**src/rtl/control_pipeline.sv**
```systemverilog
// control_pipeline: ID-stage decode for the 8-bit pipelined core, with MEM/WB control
// pipeline registers, stall/flush bubbles, sticky halt and a retired-instruction counter.
module control_pipeline #(
    parameter int RETIRE_W = 16
) (
    input  logic                clk,
    input  logic                reset,
    input  logic [15:0]         instruction_IF,
    input  logic                stall,
    input  logic                flush,
    output logic [3:0]          opcode,
    output logic [1:0]          ImmSrc,
    output logic                ALUsrc,
    output logic                dir,
    output logic                is_unsigned,
    output logic                jump,
    output logic                MemRead_MEM,
    output logic                MemWrite_MEM,
    output logic                RegWrite_MEM,
    output logic                ResultSrc_MEM,
    output logic                RegWrite_WB,
    output logic                halted,
    output logic [RETIRE_W-1:0] retired
);
    localparam logic [3:0] OP_SLT   = 4'h5;
    localparam logic [3:0] OP_SHIFT = 4'h6;
    localparam logic [3:0] OP_ADDI  = 4'h7;
    localparam logic [3:0] OP_LOAD  = 4'h8;
    localparam logic [3:0] OP_STORE = 4'h9;
    localparam logic [3:0] OP_BEQ   = 4'hA;
    localparam logic [3:0] OP_BNE   = 4'hB;
    localparam logic [3:0] OP_JMP   = 4'hC;
    localparam logic [3:0] OP_NOP   = 4'hE;
    localparam logic [3:0] OP_HALT  = 4'hF;

    typedef struct packed {
        logic valid;
        logic mem_read;
        logic mem_write;
        logic reg_write;
        logic result_src;
        logic is_halt;
    } s1_t;

    typedef struct packed {
        logic valid;
        logic reg_write;
    } s2_t;

    s1_t                 s1_d, s1_q;
    s2_t                 s2_d, s2_q;
    logic                halted_d, halted_q;
    logic [RETIRE_W-1:0] retired_d, retired_q;
    logic [3:0]          op_eff;
    logic                bubble;

    // Register fields are consumed by the datapath, not by control.
    logic unused_fields;
    assign unused_fields = ^instruction_IF[11:1];

    always_comb begin
        op_eff      = halted_q ? OP_NOP : instruction_IF[15:12];
        opcode      = op_eff;
        ImmSrc      = (op_eff == OP_ADDI || op_eff == OP_LOAD) ? 2'b01 :
                      (op_eff == OP_STORE) ? 2'b10 :
                      (op_eff inside {OP_BEQ, OP_BNE, OP_JMP}) ? 2'b11 : 2'b00;
        ALUsrc      = op_eff inside {OP_ADDI, OP_LOAD, OP_STORE};
        dir         = (op_eff == OP_SHIFT) & instruction_IF[0];
        is_unsigned = (op_eff == OP_SLT) & instruction_IF[0];
        jump        = (op_eff == OP_JMP) & ~stall & ~flush & ~halted_q;
        bubble      = stall | flush | halted_q;
        s1_d        = bubble ? '0 : s1_t'{
                          valid:      1'b1,
                          mem_read:   op_eff == OP_LOAD,
                          mem_write:  op_eff == OP_STORE,
                          reg_write:  op_eff <= OP_LOAD,
                          result_src: op_eff == OP_LOAD,
                          is_halt:    op_eff == OP_HALT};
        s2_d        = s2_t'{valid: s1_q.valid, reg_write: s1_q.reg_write};
        halted_d    = halted_q | (s1_q.valid & s1_q.is_halt);
        retired_d   = retired_q + RETIRE_W'(s2_q.valid);
    end

    always_ff @(posedge clk or posedge reset) begin
        if (reset) begin
            s1_q      <= '0;
            s2_q      <= '0;
            halted_q  <= 1'b0;
            retired_q <= '0;
        end else begin
            s1_q      <= s1_d;
            s2_q      <= s2_d;
            halted_q  <= halted_d;
            retired_q <= retired_d;
        end
    end

    assign MemRead_MEM   = s1_q.mem_read;
    assign MemWrite_MEM  = s1_q.mem_write;
    assign RegWrite_MEM  = s1_q.reg_write;
    assign ResultSrc_MEM = s1_q.result_src;
    assign RegWrite_WB   = s2_q.reg_write;
    assign halted        = halted_q;
    assign retired       = retired_q;
endmodule

```
**config.mk**
```make
export PLATFORM = sky130hd
export DESIGN_NAME = control_pipeline
export DESIGN_NICKNAME = d
export VERILOG_FILES = /design/src/rtl/control_pipeline.sv
export SDC_FILE = /design/constraint.sdc
export NUM_CORES = 1
export LEC_CHECK = 0
export ABC_AREA = 1
export CAP_MARGIN = 20
export CELL_PAD_IN_SITES_DETAIL_PLACEMENT = 0
export CELL_PAD_IN_SITES_GLOBAL_PLACEMENT = 1
export CORE_MARGIN = 2
export CORE_UTILIZATION = 25
export DETAILED_ROUTE_END_ITERATION = 8
export PLACE_DENSITY = 0.75
export SLEW_MARGIN = 30
export SYNTH_ARGS = -nofsm -noshare
export SYNTH_HDL_FRONTEND = slang
export SYNTH_SLANG_ARGS = --single-unit
export TNS_END_PERCENT = 1
```
**constraint.sdc**
```tcl
create_clock -name clk -period 1.6 [get_ports clk]
set_clock_uncertainty 0.05 [all_clocks]
set_input_delay 0.24 -clock clk [delete_from_list [all_inputs] [get_ports clk]]
set_output_delay 0.24 -clock clk [all_outputs]
set_load 0.01 [all_outputs]
```
==> run_results.csv <==
group,metric,value,unit
outcome,status,"finished, violations left",
outcome,violations,"setup timing",
global_route,grt_pass1_wl,4270,um
critical_path,path_cells,"nor2_4, nand2_8, nor2_2, a21oi_2, nand2_1, buf_2",
synthesis,synth_edf_count,0,
routing,via_per_inst,4.27,
sta,hold_violations,0,
synthesis,syn_area_per_cell,8.50,um2
critical_path,crit_arrival,1.39,ns
sta,fin_crit,1.68,ns
finish,seq_area,609,um2
sta,slew_violations,0,
synthesis,yosys-top-cells-count,"nand2_1 (35), dfrtp_1 (24), inv_1 (18), nor2_1 (13), nand3_1 (9)",
power,power_leakage,0.871,nW
synthesis,synth_top_area_share,51.6,%
floorplanning,start_util,26.4,%
floorplanning,die_area,5220,um2
finish,final_util,42.4,%
place,place_inst,241,
routing,initialDrtViolationCount,19,
power,ir_drop,0.000379,V
sta,hold-worst-slack,0.260,ns
place,gp_congestion,0.738,
finish,final_cell_count_no_fill,247,
sta,tns,-0.304,ns
clock_network,cts_sinks,24,
finish,multiInputGateArea,564,um2
clock_network,cts_tree,"done",
global_route,grt_pass1_vias,1000,
finish,nFillCells,449,
synthesis,synth_nets,159,
synthesis,synth_seq_cells,24,
clock_network,clk_pin_slew,0.08,ns
critical_path,max_stage_delay,0.46,ns
floorplanning,die_w,72.3,um
critical_path,worst-r2r-setup-slack,0.16,ns
critical_path,critical_path.max_fanout,5,
power,p_per_area,993,nW/um2
critical_path,cp.buffers_inverters,1,
synthesis,synthFlopType,"dfrtp_1",
critical_path,critPathLaunch,"halted$_DFF_PP0_",
synthesis,seq_area_frac_synth,51.6,%
sta,tightest_slew,0.299,ns
global_route,grt_max_degree,25,
routing,drcViolationCount,0,
critical_path,worstSetupPathType,"flop to primary output",
synthesis,yosys.area.top_type,"dfrtp_1",
sta,setup_slack,-0.0811,ns
critical_path,cpMaxStageDelayCell,"dfrtp_2",
synthesis,yosys_warnings,0,
clock_network,numCtsBuffers,3,
finish,final_layout_size_suffix_gt1_share,32.8,%
finish,design_area,1870,um2
synthesis,ys_types,19,
floorplanning,core-area,4410,um2
clock_network,clk_latency,0.26,ns
clock_network,clk_path_buf_depth,2,
place,port_buffers,40,
min_path,hold_path_class,"input pin to asynchronous set/reset pin",
floorplanning,die_y,72.3,um
synthesis,synth.cell_area,1160,um2
synthesis,synthTopCellsByArea,"dfrtp_1 (52%), nand2_1 (11%), inv_1 (5.8%), xor2_1 (4.5%), nor2_1 (4.2%)",
routing,detail_route.wl_per_cell,10.7,um
job,timing.max_cap.violations,0,
sta,finalCritPeriodShare,105,%
power,finalPower,1.86,mW
global_route,grtUsageTotal,10.7,%
global_route,antenna_found_initial,0,
finish,area_delta_synth_final,60.6,%
sta,max_freq,595,MHz
sta,max_slew_margin,80.1,%
place,hpwl,1990,um
floorplanning,io_pins,52,
routing,vias,1055,
finish,n_antenna_cell,0,
routing,first_pass_iters,3,
sta,setup_viol,6,
synthesis,ys_async_sr_fraction,100,%
critical_path,cp-end-kind,"primary output",
critical_path,cp_top_family,"simple AND/OR/NAND/NOR gates",
place,dpl_worst_slack,-0.431,ns
clock_network,root_buffer,"clkbuf_8",
critical_path,crit_required,1.31,ns
routing,ant_nets,0,
sta,rsz0062_at_grt,"yes",
floorplanning,rows,24,
clock_network,htreeDepth,1,
critical_path,crit_path_start_kind,"flop",
synthesis,syn-instance-count,137,
global_route,grt-ovfl-total,0,
place,dpl_cell_area,1720,um2
synthesis,yosysMostFrequentCell,"nand2_1",
routing,totalWireLength,2630,um
finish,nNetsFinal,218,
critical_path,reg2reg_from,"retired[0]$_DFF_PP0_",
[logic make-up (layout without fill, tap and decap cells)]
family	Yosys count	after routing	share of synthesized area, %
AND/OR/NAND/NOR	77	77	31.1
flip-flops	24	24	51.6
buffers and inverters	22	80	7.41
XOR/XNOR	8	8	6.02
AO/OA/AOI/OAI	4	4	1.72
adder cells (fa/ha/maj)	2	2	2.15
[routing by layer]
metal	vias to the layer above	global-route usage, %	part of all wire [%]
li1	540	-	-
met1	482	11.9	42
met2	31	18.5	49
met3	2	3.33	6.9
met4	0	5.03	1.3
met5	-	0	0
[state kept, by name (all words and copies together) (netlist names)]
register      flops
retired          16
RegWrite_MEM      1
halted            1
MemRead_MEM       1
RegWrite_WB       1
MemWrite_MEM      1
s2_q              1
s1_q              2
[layout by cell type (no fill, tap or decap), types with 2 or more instances in the layout]
master	synthesis	final
clkdlybuf4s50_1	0	27
nand3_1	9	6
buf_4	1	19
inv_1	18	17
nand2_2	4	5
nor2_2	5	5
a21oi_2	0	2
ha_1	2	2
xor2_1	6	6
clkbuf_8	0	3
nand3_2	1	4
nor2_1	13	11
dlymetal6s2s_1	0	2
nand2_1	35	31
nand4_1	5	5
nor2_4	2	4
dfrtp_2	0	7
inv_2	3	3
dfrtp_1	24	17
buf_2	0	6
nand2_8	0	2
xnor2_1	2	2
[worst reg2reg max path: stages (launching register included)]
cell     delay (ns)
dfrtp_1        0.36
ha_1           0.17
ha_1           0.20
nand3_2        0.13
nor2_4         0.22
nand3_1        0.11
nand2_1        0.07
nand2_1        0.05
[layout make-up]
| class | instances | area share [%] |
|---|---|---|
| Clock inverter | 1 | 1.61 |
| Tap cell | 52 | 3.48 |
| Multi-Input combinational cell | 91 | 30.2 |
| Inverter | 21 | 4.48 |
| Clock buffer | 3 | 2.21 |
| Sequential cell | 24 | 32.6 |
| Timing Repair Buffer | 55 | 25.5 |
[repair_timing]
| action | in CTS | in global routing |
|---|---|---|
| endpoints found under the setup margin | 12 | 11 |
| gates resized for setup | 50 | 15 |
| hold buffers | 0 | 0 |
| buffers inserted | 1 | 1 |
| gates cloned | 0 | 0 |
| pin swaps | 5 | 2 |
[path summary, 6_finish.rpt]
path | to | depth (start not counted)
hold / removal | RegWrite_WB$_DFF_PP0_ | 3
hold reg to reg | s2_q[1]$_DFF_PP0_ | 0
max in group asynchronous | retired[4]$_DFF_PP0_ | 3
setup reg to reg | retired[8]$_DFF_PP0_ | 7
min in group clk | RegWrite_MEM$_DFF_PP0_ | 3
setup / recovery | ImmSrc[0] | 6
[where the power goes]
part,switching (mW),internal [mW],total [mW]
logic,0.252,0.294,0.546
registers,0.0925,0.694,0.786
clock network,0.191,0.334,0.525
Note: power is estimated with default switching activity, not from simulation.
==> patch, RTL diff (same settings) <==
The parameter `RETIRE_W` goes from 16 to 12.
--- a/src/rtl/control_pipeline.sv
+++ b/src/rtl/control_pipeline.sv
@@ -1,7 +1,7 @@
 // control_pipeline: ID-stage decode for the 8-bit pipelined core, with MEM/WB control
 // pipeline registers, stall/flush bubbles, sticky halt and a retired-instruction counter.
 module control_pipeline #(
-    parameter int RETIRE_W = 16
+    parameter int RETIRE_W = 12
 ) (
     input  logic                clk,
     input  logic                reset,
Interface: changed (resized retired); port bits go from 52 to 48. No check against the original RTL was run, so the function may have changed too.
==> patch against the original RTL <==
The run still ends with setup timing left. Largest cell class unchanged. Critical path type unchanged. Setup slack got worse by 0.020 ns. Sequential cell count decreased by 4. Critical endpoint is now is_unsigned. Largest power group unchanged. Total power is 9.7% lower. Wire length fell by 13%. Design area decreased by 16%. Synthesized area is 17% lower. Synthesized cell count decreased by 14%.
==> patch: results (changes against the original RTL) <==
sta:
  setup_viol: 6  # unchanged
  setup_tns_ns: -0.4043  # was -0.3037 ns
  fin_ws_ns: -0.1016  # was -0.08112 ns
  fin_hold_ws_ns: 0.2506  # was 0.2597 ns
  slew_headroom_pct: 82.02  # was 80.06%
grt:
  grt_pass1_wl_mm: 4.091  # was 4.271 mm
  use_met2_pct: 22.10  # was 18.45%
  antenna_found_initial: 0  # unchanged
  grt_use_total_pct: 11.94  # was 10.69%
  grt_max_degree: 21  # was 25
  met3_usage_pct: 3.578  # was 3.333%
  gr-total-overflow: 0  # unchanged
  grt_use_met1_pct: 13.52  # was 11.94%
worst_hold_path:
  hp-class: "in -> async"  # unchanged
logic_synthesis:
  netlist-cell-type-count: 17  # was 19
  netlist_top_cells_count: "nand2_1 (33), dfrtp_1 (20), nor2_1 (19)"  # was nand2_1 (35), dfrtp_1 (24), inv_1 (18)
  synthCells: 118  # was 137
  ys_seq_area_share_pct: 52.02  # was 51.56%
  synth_area_leaders: "dfrtp_1 (52%), nand2_1 (13%), nor2_1 (7.4%)"  # was dfrtp_1 (52%), nand2_1 (11%), inv_1 (5.8%)
  synthesis.nets: 140  # was 159
status:
  status: "complete, but fails checks"  # unchanged
  violations: "setup timing"  # unchanged
clock_network:
  cts_max_path_buffers: 2  # unchanged
  root_buffer: "clkbuf_8"  # unchanged
  clk_latency_ns: 0.26  # about the same
final_layout:
  fillers: 390  # was 449
  largest_reg_flops: 12  # was 16
  drive_gt1_share_pct: 23.67  # was 32.82%
  layout.nets: 192  # was 218
  diodes: 0  # unchanged
  fin_util_pct: 42.40  # was 42.38%
routing:
  vias: 937  # was 1055
  dr.pass1.iters: 4  # was 3
  wl_met1_um: 925  # was 1.115 mm
  drtIter0Drc: 68  # was 19
  wl_met3_um: 158  # was 183 um
  vias_per_cell: 4.318  # was 4.271
  routed_wl_mm: 2.298  # was 2.634 mm
  met2WireLength_mm: 1.200  # was 1.300 mm
placed_design:
  hpwl_mm: 1.759  # was 1.987 mm
  portBuffers: 36  # was 40
  place_area_mm2: 0.001435  # was 0.001720 mm2
  place_congestion: 0.7866  # was 0.7379
  placed_cells: 209  # was 241
  dp_worst_setup_slack_ns: -0.5040  # was -0.4309 ns
critical_path:
  arrival_ns: 1.41  # was 1.39 ns
  critical-path-top-delay-family: "flip-flops"  # was simple AND/OR/NAND/NOR gates
  critPathSlowestCell: "dfrtp_2"  # unchanged
  r2r_start: "retired[0]"  # unchanged
  cp_max_fo: 6  # was 5
  slowest_delay_ns: 0.47
  reg2reg_depth: 7  # unchanged
power_and_ir_drop:
  peakVddDrop_mv: 0.3027  # was 0.3794 mV
  p_leak_nw: 0.7701  # was 0.8705 nW
==> patch: cell count changes after synthesis, moves of 3 or more <==
cell and delta:
nor2_1 +6, nand2_2 -3, nor2_2 -3, dfrtp_1 -4
nand3_1 -3
==> patch: cells by family (layout without fill, tap and decap cells) <==
logic type	after synthesis	count (layout)	share of synthesized area, %
AOI/OAI and AO/OA	2	2	1.040
xor gates and xnor gates	6	6	5.462
adders and majority gates	2	2	2.600
buffers and inverters	18	69	7.412
DFF	20	20	52.02
and+or+nand+nor	70	70	31.47
==> patch: what timing repair did <==
action / in CTS / in global routing
buffers inserted: 4 / 0
endpoints found under the setup margin: 11 / 11
resized for setup: 47 / 11
pin swaps: 1 / 3
==> patch: final cells by class <==
| class | instances | area share (%) |
|---|---|---|
| repair buffers | 48 | 26.96 |
| well taps | 48 | 3.840 |
| clock inverters | 1 | 1.920 |
| clock buffers | 3 | 2.640 |
| multi-input cells | 80 | 27.92 |
| inverters | 17 | 4.560 |
| flip-flops and latches | 20 | 32.16 |
==> patch: worst max-delay path by stage <==
stage	from	endpoint	slack, ns	cells after the start
3_5_place_dp	instruction_IF[12]	is_unsigned	-0.50	6
5_1_grt	halted	is_unsigned	-0.17	5
3_3_place_gp	instruction_IF[14]	ImmSrc[1]	-0.46	7
2_1_floorplan	retired[0]	retired[8]	0.22	7
6_report	halted	is_unsigned	-0.10	5
4_1_cts	halted	ImmSrc[1]	-0.11	7
==> patch: worst register-to-register path, delay by kind of cell (launching register included) <==
family	cells	cell delay, ns
fa+ha+maj	2	0.45
flops	1	0.35
simple gates	5	0.46
==> patch: power breakdown <==
part	switching [mW]	internal, mW	total [mW]
Sequential	0.0870	0.587	0.674
Clock	0.168	0.334	0.502
Combinational	0.227	0.274	0.501
Total	0.482	1.19	1.68
